**config.mk**
```make
export PLATFORM = sky130hd
export DESIGN_NAME = operand_capture
export DESIGN_NICKNAME = d
export VERILOG_FILES = /design/src/rtl/operand_capture_pkg.sv /design/src/rtl/key_debounce.sv /design/src/rtl/operand_capture.sv
export SDC_FILE = /design/constraint.sdc
export NUM_CORES = 1
export LEC_CHECK = 0
export ABC_AREA = 1
export CELL_PAD_IN_SITES_DETAIL_PLACEMENT = 0
export CELL_PAD_IN_SITES_GLOBAL_PLACEMENT = 1
export CORE_MARGIN = 1.5
export CORE_UTILIZATION = 46
export DETAILED_ROUTE_END_ITERATION = 7
export GPL_ROUTABILITY_DRIVEN = 0
export PLACE_DENSITY = 0.95
export REMOVE_ABC_BUFFERS = 1
export SKIP_CTS_REPAIR_TIMING = 1
export SYNTH_ARGS = -nofsm -noshare
export SYNTH_HDL_FRONTEND = slang
export SYNTH_HIERARCHICAL = 1
export SYNTH_SLANG_ARGS = --single-unit
```
**constraint.sdc**
```tcl
create_clock -name CLOCK_50 -period 2.6 [get_ports CLOCK_50]
set_input_delay 0.52 -clock CLOCK_50 [delete_from_list [all_inputs] [get_ports CLOCK_50]]
set_output_delay 0.52 -clock CLOCK_50 [all_outputs]
set_load 0.02 [all_outputs]
```
**src/rtl/operand_capture_pkg.sv**
```systemverilog
// Shared definitions for the operand capture stage: FSM encoding and push-button roles.
package operand_capture_pkg;

  localparam logic [1:0] EMPTY   = 2'd0;
  localparam logic [1:0] PARTIAL = 2'd1;
  localparam logic [1:0] OFFER   = 2'd2;

  typedef enum logic [1:0] {
    StEmpty   = EMPTY,
    StPartial = PARTIAL,
    StOffer   = OFFER
  } state_e;

  localparam int unsigned NUM_KEYS   = 4;
  localparam int unsigned KEY_LOAD_A = 0;
  localparam int unsigned KEY_LOAD_B = 1;
  localparam int unsigned KEY_COMMIT = 2;
  localparam int unsigned KEY_CLEAR  = 3;

endpackage

```
**src/rtl/key_debounce.sv**
```systemverilog
// Synchronizes and debounces one active-low push button.
// Emits a single-cycle pulse when the accepted level falls.
module key_debounce #(
  parameter int unsigned DEBOUNCE_CYCLES = 500000,
  parameter int unsigned CNT_W           = 19
) (
  input  logic CLOCK_50,
  input  logic RESET,
  input  logic key_n,
  output logic level,
  output logic press
);

  localparam logic [CNT_W-1:0] CntMax = CNT_W'(DEBOUNCE_CYCLES - 1);

  logic             sync1_q, sync2_q;
  logic             level_q, level_d;
  logic             press_q, press_d;
  logic [CNT_W-1:0] cnt_q, cnt_d;

  always_comb begin
    cnt_d   = '0;
    level_d = level_q;
    press_d = 1'b0;
    if (sync2_q != level_q) begin
      if (cnt_q == CntMax) begin
        level_d = sync2_q;
        // Only a released->pressed flip is an event.
        press_d = level_q;
      end else begin
        cnt_d = cnt_q + 1'b1;
      end
    end
  end

  always_ff @(posedge CLOCK_50) begin
    if (RESET) begin
      sync1_q <= 1'b1;
      sync2_q <= 1'b1;
      level_q <= 1'b1;
      press_q <= 1'b0;
      cnt_q   <= '0;
    end else begin
      sync1_q <= key_n;
      sync2_q <= sync1_q;
      level_q <= level_d;
      press_q <= press_d;
      cnt_q   <= cnt_d;
    end
  end

  assign level = level_q;
  assign press = press_q;

endmodule

```
**src/rtl/operand_capture.sv**
```systemverilog
// Captures operands A/B from the switches on debounced key presses and offers
// the pair downstream over a valid/ready handshake.
module operand_capture
  import operand_capture_pkg::*;
#(
  parameter int unsigned WIDTH           = 7,
  parameter int unsigned DEBOUNCE_CYCLES = 500000,
  parameter int unsigned CNT_W           = 19
) (
  input  logic               CLOCK_50,
  input  logic               RESET,
  input  logic [3:0]         KEY,
  input  logic [2*WIDTH-1:0] SW,
  output logic [WIDTH-1:0]   op_a,
  output logic [WIDTH-1:0]   op_b,
  output logic               op_valid,
  input  logic               op_ready,
  output logic               a_loaded,
  output logic               b_loaded
);

  logic [NUM_KEYS-1:0] key_press;
  logic [NUM_KEYS-1:0] unused_key_level;

  for (genvar i = 0; i < NUM_KEYS; i++) begin : g_key
    key_debounce #(
      .DEBOUNCE_CYCLES(DEBOUNCE_CYCLES),
      .CNT_W          (CNT_W)
    ) u_key_debounce (
      .CLOCK_50(CLOCK_50),
      .RESET   (RESET),
      .key_n   (KEY[i]),
      .level   (unused_key_level[i]),
      .press   (key_press[i])
    );
  end

  logic load_a, load_b, commit, clear;
  assign load_a = key_press[KEY_LOAD_A];
  assign load_b = key_press[KEY_LOAD_B];
  assign commit = key_press[KEY_COMMIT];
  assign clear  = key_press[KEY_CLEAR];

  state_e           state_q, state_d;
  logic [WIDTH-1:0] op_a_q, op_a_d;
  logic [WIDTH-1:0] op_b_q, op_b_d;
  logic             a_loaded_q, a_loaded_d;
  logic             b_loaded_q, b_loaded_d;

  always_comb begin
    state_d    = state_q;
    op_a_d     = op_a_q;
    op_b_d     = op_b_q;
    a_loaded_d = a_loaded_q;
    b_loaded_d = b_loaded_q;
    if (clear) begin
      // Clear wins even over a same-cycle op_ready; operand values are kept.
      state_d    = StEmpty;
      a_loaded_d = 1'b0;
      b_loaded_d = 1'b0;
    end else begin
      unique case (state_q)
        StOffer: begin
          if (op_ready) begin
            state_d    = StEmpty;
            a_loaded_d = 1'b0;
            b_loaded_d = 1'b0;
          end
        end
        StEmpty, StPartial: begin
          if (load_a) begin
            op_a_d     = SW[WIDTH-1:0];
            a_loaded_d = 1'b1;
          end
          if (load_b) begin
            op_b_d     = SW[2*WIDTH-1:WIDTH];
            b_loaded_d = 1'b1;
          end
          if (load_a || load_b) begin
            state_d = StPartial;
          end else if (commit && (state_q == StPartial) && a_loaded_q && b_loaded_q) begin
            state_d = StOffer;
          end
        end
        default: state_d = StEmpty;
      endcase
    end
  end

  always_ff @(posedge CLOCK_50) begin
    if (RESET) begin
      state_q    <= StEmpty;
      op_a_q     <= '0;
      op_b_q     <= '0;
      a_loaded_q <= 1'b0;
      b_loaded_q <= 1'b0;
    end else begin
      state_q    <= state_d;
      op_a_q     <= op_a_d;
      op_b_q     <= op_b_d;
      a_loaded_q <= a_loaded_d;
      b_loaded_q <= b_loaded_d;
    end
  end

  assign op_a     = op_a_q;
  assign op_b     = op_b_q;
  assign op_valid = (state_q == StOffer);
  assign a_loaded = a_loaded_q;
  assign b_loaded = b_loaded_q;

endmodule

```
==> impl_metrics.ini, run 1 <==
[outcome]
status = complete, no violations

[cts]
path_clk_slew_ns = 0.07
cts_tree = yes
cts_max_level = 3
clockRootBuffer = clkbuf_16
cts_num_sinks = 110
cts_buffers = 9
insertion_delay_ns = 0.35
clock_path_buffers = 2

[timing]
rsz0062_at_grt = false
tightest_slew_ns = 0.4412
period_share_pct = 79.08
hold_viol_final = 0
finalMaxSlewViolations = 0
fmax_ghz = 0.4864
finalWorstPathRequiredPeriod_ns = 2.056
setup_viol = 0
setup_tns_ns = 0
fin_skew_ns = 0.005612
max_slew_margin_pct = 70.49

[final_layout]
diodes = 0
design_area_um2 = 6143
area_growth_pct = 14.64
final_common_cell = nand2_1
drive_gt1_share_pct = 15.01
nFillCells = 1108
final_cell_mix = nand2_1, nor2_1, dfxtp_1
nets = 807

[floorplan]
initial_core_util_pct = 47.13
row_count = 39
die_w_um = 110.9
fp.dieArea_um2 = 12310
core_area_um2 = 11370
ioPinCount = 38
die_h_um = 110.9

[global_routing]
grt_max_degree = 17
grt_pass1_vias = 4194
grt.overflow.total = 0
antenna_found_initial = 0
grt_usage_pct = 17.38
grt_pass1_wl_um = 18010

[worst_setup_path]
cp.depth = 3
path_cells = inv_4 > nor2_2 > clkdlybuf4s50_1
rr_startpoint = g_key[0].u_key_debounce/cnt_q[0]
cp-end-kind = output port
path_class = flop to output port
cp.arrival_ns = 1.54
timing.rr.end = g_key[0].u_key_debounce/cnt_q[11]
critPathTopFamily = buffers and inverters
worstPathRequired_ns = 2.08
startpoint = state_q[1]
ff2ff_setup_slack_ns = 1.06
path_buf_inv = 2
r2r_cells = 8
cp_slowest_stage_delay_ns = 0.62
cp-endpoint = op_valid
cpMaxStageDelayCell = clkdlybuf4s50_1
cp_max_fo = 7
startpoint_type = flop

[synthesis]
yosysWarnings = 6
ys_seq_area_share_pct = 41.09
ys_types = 23
synth_top_cell_by_area = dfxtp_1
syn_area_um2 = 5359
yosys.area.top_type_share_pct = 41.09
ys_ff_latch = 110
ys_top_cells_by_area = dfxtp_1, nand2_1, nor2_1, inv_1, xor2_1
synth.avg_cell_area_um2 = 7.271
synthCells = 737

[flow_run]
drv_cap = 0

[drt]
ant_nets = 0
dr_total_vias = 4278
wl_um = 9811
drt_pass1_iterations = 4
drtIter0Drc = 168
drc = 0
wl_per_cell_um = 10.56
viasPerCell = 4.605

[placed_design]
port_buffers = 37
postPlaceCellArea_um2 = 5838
dpl.hpwl_um = 7360

[power_and_ir_drop]
ir_drop_v = 0.0005086
powerDensity_nw_per_um2 = 519.2
finalPower_mw = 3.190
p_leak_nw = 2.110

[hold_path]
min_path_type = flop to flop
==> worst reg2reg max path, delay by kind of cell, from the launching register on <==
| family | cells | cell delay (ns) |
|---|---|---|
| DFF | 1 | 0.38 |
| and+or+nand+nor | 5 | 0.54 |
| buffers and inverters | 2 | 0.30 |
| adders and majority gates | 1 | 0.22 |
==> power breakdown <==
group | switching [mW] | internal (mW)
combinational | 0.0326 | 0.0382
clock | 0.586 | 0.838
sequential | 0.00403 | 1.69
total | 0.622 | 2.57
==> per-stage QoR <==
stage	cells	setup slack [ns]	util, %	hold slack (ns)
5_1_grt	929	0.4569	54.03	0.4155
4_1_cts	929	0.5223	54.03	0.4079
6_report	929	0.5440	54.03	0.4062
3_5_place_dp	914	0.4491	51.35	0.3952
3_3_place_gp	914	0.5208	51.35	0.3928
2_1_floorplan	732	1.259	-	0.3895
==> how the worst min path moves through the flow <==
| stage | end | startpoint | slack [ns] | depth (start not counted) |
|---|---|---|---|---|
| 2_1_floorplan | g_key[0].u_key_debounce/sync2_q | g_key[0].u_key_debounce/sync1_q | 0.39 | 1 |
| 3_3_place_gp | g_key[1].u_key_debounce/sync2_q | g_key[1].u_key_debounce/sync1_q | 0.39 | 1 |
| 3_5_place_dp | g_key[3].u_key_debounce/sync2_q | g_key[3].u_key_debounce/sync1_q | 0.40 | 1 |
| 4_1_cts | g_key[3].u_key_debounce/sync2_q | g_key[3].u_key_debounce/sync1_q | 0.41 | 1 |
| 5_1_grt | g_key[3].u_key_debounce/sync2_q | g_key[3].u_key_debounce/sync1_q | 0.42 | 1 |
| 6_report | g_key[3].u_key_debounce/sync2_q | g_key[3].u_key_debounce/sync1_q | 0.41 | 1 |
==> synth_stat cells <==
cell and n:
nand2_1 204, nor2_1 117, dfxtp_1 110, inv_1 85, nor2_2 45, xor2_1 36, nand3_1 22, a21oi_1 19
nor2_4 12, o21ai_0 12, xnor2_1 12, a21oi_2 10, or2_2 9, nand3_2 8, nand4_1 8, clkinv_2 6
inv_2 5, inv_4 5, buf_12 4, ha_1 4, nand3_4 2, buf_2 1, nand2_2 1
==> metal layers <==
metal  vias to the layer above  global-route usage, %  routed length (um)
met3                        13                  5.249                 444
met5                         -                      0                   0
met2                        64                  29.26                4587
li1                       2304                      -                   -
met4                         0                  3.846                 108
met1                      1897                  21.98                4671
==> logic make-up (layout without fill, tap and decap cells) <==
logic type / Yosys count / after routing / share of synthesized area (%)
simple gates: 428 / 428 / 36.56
flops: 110 / 110 / 41.09
buf+inv: 106 / 155 / 9.036
xor+xnor: 48 / 48 / 7.845
compound gates: 41 / 41 / 4.529
fa+ha+maj: 4 / 4 / 0.9340
==> layout make-up <==
class	instances	area, um^2	share of cell area, %
Tap cell	143	178.9	2.912
Clock buffer	11	232.7	3.788
Timing Repair Buffer	39	385.4	6.273
Clock inverter	4	72.57	1.181
Sequential cell	110	2202	35.85
Multi-Input combinational cell	521	2673	43.50
Inverter	101	399.1	6.497
==> registers in the layout (all words and copies together), names as in the netlist <==
register,cells
g_key.u_key_debounce/cnt_q,76
op_a,7
op_b,7
g_key.u_key_debounce/level,4
g_key.u_key_debounce/press,4
g_key.u_key_debounce/sync1_q,4
g_key.u_key_debounce/sync2_q,4
state_q,2
a_loaded,1
b_loaded,1
Power figures use the tool's default switching activity.
==> run 2: changes to the inputs <==
Settings changed: CORE_UTILIZATION 46 to 39, PLACE_DENSITY 0.95 to 0.87.
Clock period 2.6 ns to 1.65 ns, I/O delays scaled along.
==> impl_metrics.ini, run 2 (synthesized netlist as in run 1, its figures left out) <==
[drt]
drt_pass1_iterations = 4
ant_nets = 0
dr_total_vias = 4240
drc = 0
drtIter0Drc = 152
viasPerCell = 4.376
wl_um = 10190
wl_per_cell_um = 10.51

[worst_setup_path]
cp_max_fo = 15
critPathTopFamily = simple AND/OR/NAND/NOR gates
cp-end-kind = flop
rr_startpoint = g_key[3].u_key_debounce/cnt_q[0]
path_class = flop to flop
cp.arrival_ns = 1.76
r2r_cells = 8
path_cells = ha_1 > nand3_2 > clkinv_2 > nand3_2 > nor2_4 > nor2_4 > inv_4 > nor2_1
cp.depth = 8
cp_slowest_stage_delay_ns = 0.37
path_buf_inv = 2
startpoint_type = flop
cpMaxStageDelayCell = dfxtp_1
worstPathRequired_ns = 1.89
ff2ff_setup_slack_ns = 0.13
timing.rr.end = g_key[3].u_key_debounce/cnt_q[17]

[power_and_ir_drop]
powerDensity_nw_per_um2 = 789.7
ir_drop_v = 0.0005025
p_leak_nw = 2.456
finalPower_mw = 4.947

[timing]
fin_skew_ns = 0.007067
setup_viol = 0
finalWorstPathRequiredPeriod_ns = 1.523
fin_ws_ns = 0.1269
fmax_ghz = 0.6565
max_slew_margin_pct = 76.86
finalMaxSlewViolations = 0
setup_tns_ns = 0
tightest_slew_ns = 0.3434
fin_hold_ws_ns = 0.4117
hold_viol_final = 0
period_share_pct = 92.31
rsz0062_at_grt = false

[global_routing]
grt_max_degree = 18
grt.overflow.total = 0
grt_usage_pct = 14.96
grt_pass1_wl_um = 17570
grt_pass1_vias = 3910
antenna_found_initial = 0

[placed_design]
dpl.hpwl_um = 7539
pre_cts_slack_ns = -0.1010
port_buffers = 37

[floorplan]
row_count = 42
core_area_um2 = 13350
die_w_um = 120.2
initial_core_util_pct = 40.15
ioPinCount = 38
die_h_um = 120.2
fp.dieArea_um2 = 14450

[hold_path]
hold_depth = 1
min-delay-start = g_key[0].u_key_debounce/sync1_q
whs_endpoint = g_key[0].u_key_debounce/sync2_q
min_path_type = flop to flop

[cts]
path_clk_slew_ns = 0.07
cts_max_level = 3
cts_num_sinks = 110
insertion_delay_ns = 0.35
clockRootBuffer = clkbuf_16
clock_path_buffers = 2
cts_buffers = 9
cts_tree = yes

[final_layout]
nFillCells = 1343
diodes = 0
post-route-util_pct = 46.93
nets = 813
top_register = g_key.u_key_debounce/cnt_q
final_common_cell = nand2_1
drive_gt1_share_pct = 15.76
final_cell_mix = nand2_1, nor2_1, dfxtp_1
area_growth_pct = 16.90
largest_reg_flops = 76

[flow_run]
drv_cap = 0

[outcome]
status = complete, no violations
==> run 2: metrics by stage <==
stage | instance area [um^2] | cells
after detailed placement | 5924 | 953
after global placement | 5924 | 953
final | 6265 | 969
after global routing | 6265 | 969
after floorplan | 5274 | 732
after CTS | 6217 | 969
==> run 2: cell type report <==
class / count / area (um^2) / share of cell area [%]
tap: 176 / 220.2 / 3.515
clock inverter: 5 / 60.06 / 0.9587
inverter: 101 / 404.1 / 6.451
sequential: 110 / 2202 / 35.15
timing repair buffer: 45 / 473.0 / 7.549
multi-input combinational: 521 / 2673 / 42.66
clock buffer: 11 / 232.7 / 3.715
==> run 2: worst max path at each step <==
stage	end	slack, ns	start
6_report	g_key[3].u_key_debounce/cnt_q[17]	0.13	g_key[3].u_key_debounce/cnt_q[0]
5_1_grt	g_key[3].u_key_debounce/cnt_q[17]	0.009	g_key[3].u_key_debounce/cnt_q[0]
4_1_cts	op_valid	-0.21	state_q[1]
3_5_place_dp	g_key[0].u_key_debounce/cnt_q[11]	-0.10	RESET
3_3_place_gp	g_key[3].u_key_debounce/cnt_q[14]	-0.05	RESET
2_1_floorplan	g_key[0].u_key_debounce/cnt_q[11]	0.31	g_key[0].u_key_debounce/cnt_q[0]
==> run 2: layer usage <==
layer / wire length [um] / vias up / track usage [%]
met5: 0 / - / 0
met4: 94 / 0 / 3.529
met3: 358 / 8 / 4.057
met2: 4633 / 29 / 23.71
met1: 5102 / 1873 / 20.35
li1: - / 2330 / -
==> run 2: report_power, final <==
group	switching [mW]	internal [mW]	total, mW
clock	0.975	1.18	2.16
sequential	0.00615	2.66	2.67
combinational	0.0539	0.0663	0.120
total	1.03	3.91	4.95
==> run 3: changes to the inputs <==
Settings changed: PLACE_DENSITY 0.87 to default, PLACE_DENSITY_LB_ADDON from default to 0.25.
==> impl_metrics.ini, run 3 (synthesized netlist as in run 1, its figures left out) <==
[worst_setup_path]
path_class = flop to flop
cp_max_fo = 15
startpoint_type = flop
cp.arrival_ns = 1.76
startpoint = g_key[3].u_key_debounce/cnt_q[0]
worstPathRequired_ns = 1.89
rr_startpoint = g_key[3].u_key_debounce/cnt_q[0]
cp-end-kind = flop

[timing]
finalWorstPathRequiredPeriod_ns = 1.523
setup_viol = 0
period_share_pct = 92.28
tightest_slew_ns = 0.3187
fin_skew_ns = 0.007670
hold_viol_final = 0
setup_tns_ns = 0
max_slew_margin_pct = 78.53
finalMaxSlewViolations = 0
fmax_ghz = 0.6567
rsz0062_at_grt = false

[final_layout]
final_common_cell = nand2_1
top_register = g_key.u_key_debounce/cnt_q
final_cell_mix = nand2_1, nor2_1, dfxtp_1
diodes = 0
nFillCells = 1372
nets = 811
design_area_um2 = 6282
area_growth_pct = 17.23
drive_gt1_share_pct = 15.68
final_cells = 967
largest_reg_flops = 76

[drt]
dr_total_vias = 4272
drt_pass1_iterations = 5
viasPerCell = 4.418
drc = 0
drtIter0Drc = 184
wl_um = 10060
ant_nets = 0
wl_per_cell_um = 10.41

[cts]
path_clk_slew_ns = 0.07
cts_num_sinks = 110
clock_path_buffers = 2
insertion_delay_ns = 0.35
cts_buffers = 9
cts_tree = yes
cts_max_level = 3
clockRootBuffer = clkbuf_16

[outcome]
status = complete, no violations

[flow_run]
drv_cap = 0

[power_and_ir_drop]
powerDensity_nw_per_um2 = 815.7
p_leak_nw = 2.465
ir_drop_v = 0.0004692

[hold_path]
min-delay-start = g_key[2].u_key_debounce/sync1_q
min_path_type = flop to flop

[placed_design]
postPlaceCellArea_um2 = 5909
dpl.hpwl_um = 7581
port_buffers = 37
place_inst = 951

[global_routing]
grt_max_degree = 18
grt_pass1_wl_um = 17860
grt.overflow.total = 0
grt_pass1_vias = 4100
antenna_found_initial = 0
grt_usage_pct = 15.26

[floorplan]
initial_core_util_pct = 40.15
fp.dieArea_um2 = 14450
die_w_um = 120.2
row_count = 42
die_h_um = 120.2
core_area_um2 = 13350
ioPinCount = 38
[run 3: cell count changes in the layout (fill, tap and decap cells not counted), sizes merged]
cell / delta
buf: -2
bufinv: +1
clkinvlp: -1
[run 3: area by class of cell]
| cell class | instances | area [um^2] | share of cell area [%] |
|---|---|---|---|
| Multi-Input combinational cell | 521 | 2673 | 42.54 |
| Sequential cell | 110 | 2202 | 35.05 |
| Timing Repair Buffer | 43 | 457.9 | 7.289 |
| Inverter | 101 | 404.1 | 6.433 |
| Clock buffer | 11 | 242.7 | 3.864 |
| Tap cell | 176 | 220.2 | 3.505 |
| Clock inverter | 5 | 82.58 | 1.314 |
[run 3: path summary, 6_finish.rpt]
kind                                             to  slack, ns  depth (start not counted)
hold reg to reg     g_key[2].u_key_debounce/sync2_q       0.41                          1
setup / recovery  g_key[3].u_key_debounce/cnt_q[11]       0.13                          8
hold / removal      g_key[2].u_key_debounce/sync2_q       0.41                          1
setup reg to reg  g_key[3].u_key_debounce/cnt_q[11]       0.13                          8
[run 3: per-layer routing]
layer	global-route usage [%]	up-vias	share of wire, %
li1	-	2324	-
met1	19.57	1906	49
met2	24.61	37	46
met3	4.953	5	3.9
met4	4.485	0	0.78
met5	0	-	0
[run 3: critical path, stage by stage, from the launching register on]
cell      delay (ns)
dfxtp_1         0.37
ha_1            0.21
nand3_2         0.14
clkinv_2        0.09
nand3_2         0.10
nor2_4          0.15
nor2_4          0.07
inv_4           0.20
nor2_1          0.08
[run 3: through the flow]
stage / total power, mW / hold WS (ns) / utilization [%] / worst slack (ns)
after global placement: 2.850 / 0.3969 / 44.27 / -0.07798
after CTS: 5.225 / 0.4151 / 46.71 / -0.2373
after detailed placement: 2.853 / 0.3969 / 44.27 / -0.1273
after global routing: 5.338 / 0.4364 / 47.07 / 0.003250
final: 5.124 / 0.4142 / 47.07 / 0.1273
after floorplan: 2.772 / 0.3895 / - / 0.3093
[run 3: where the power goes]
group	switching, mW	internal [mW]
registers	0.00624	2.66
logic	0.0541	0.0650
clock network	0.959	1.38
total	1.02	4.11
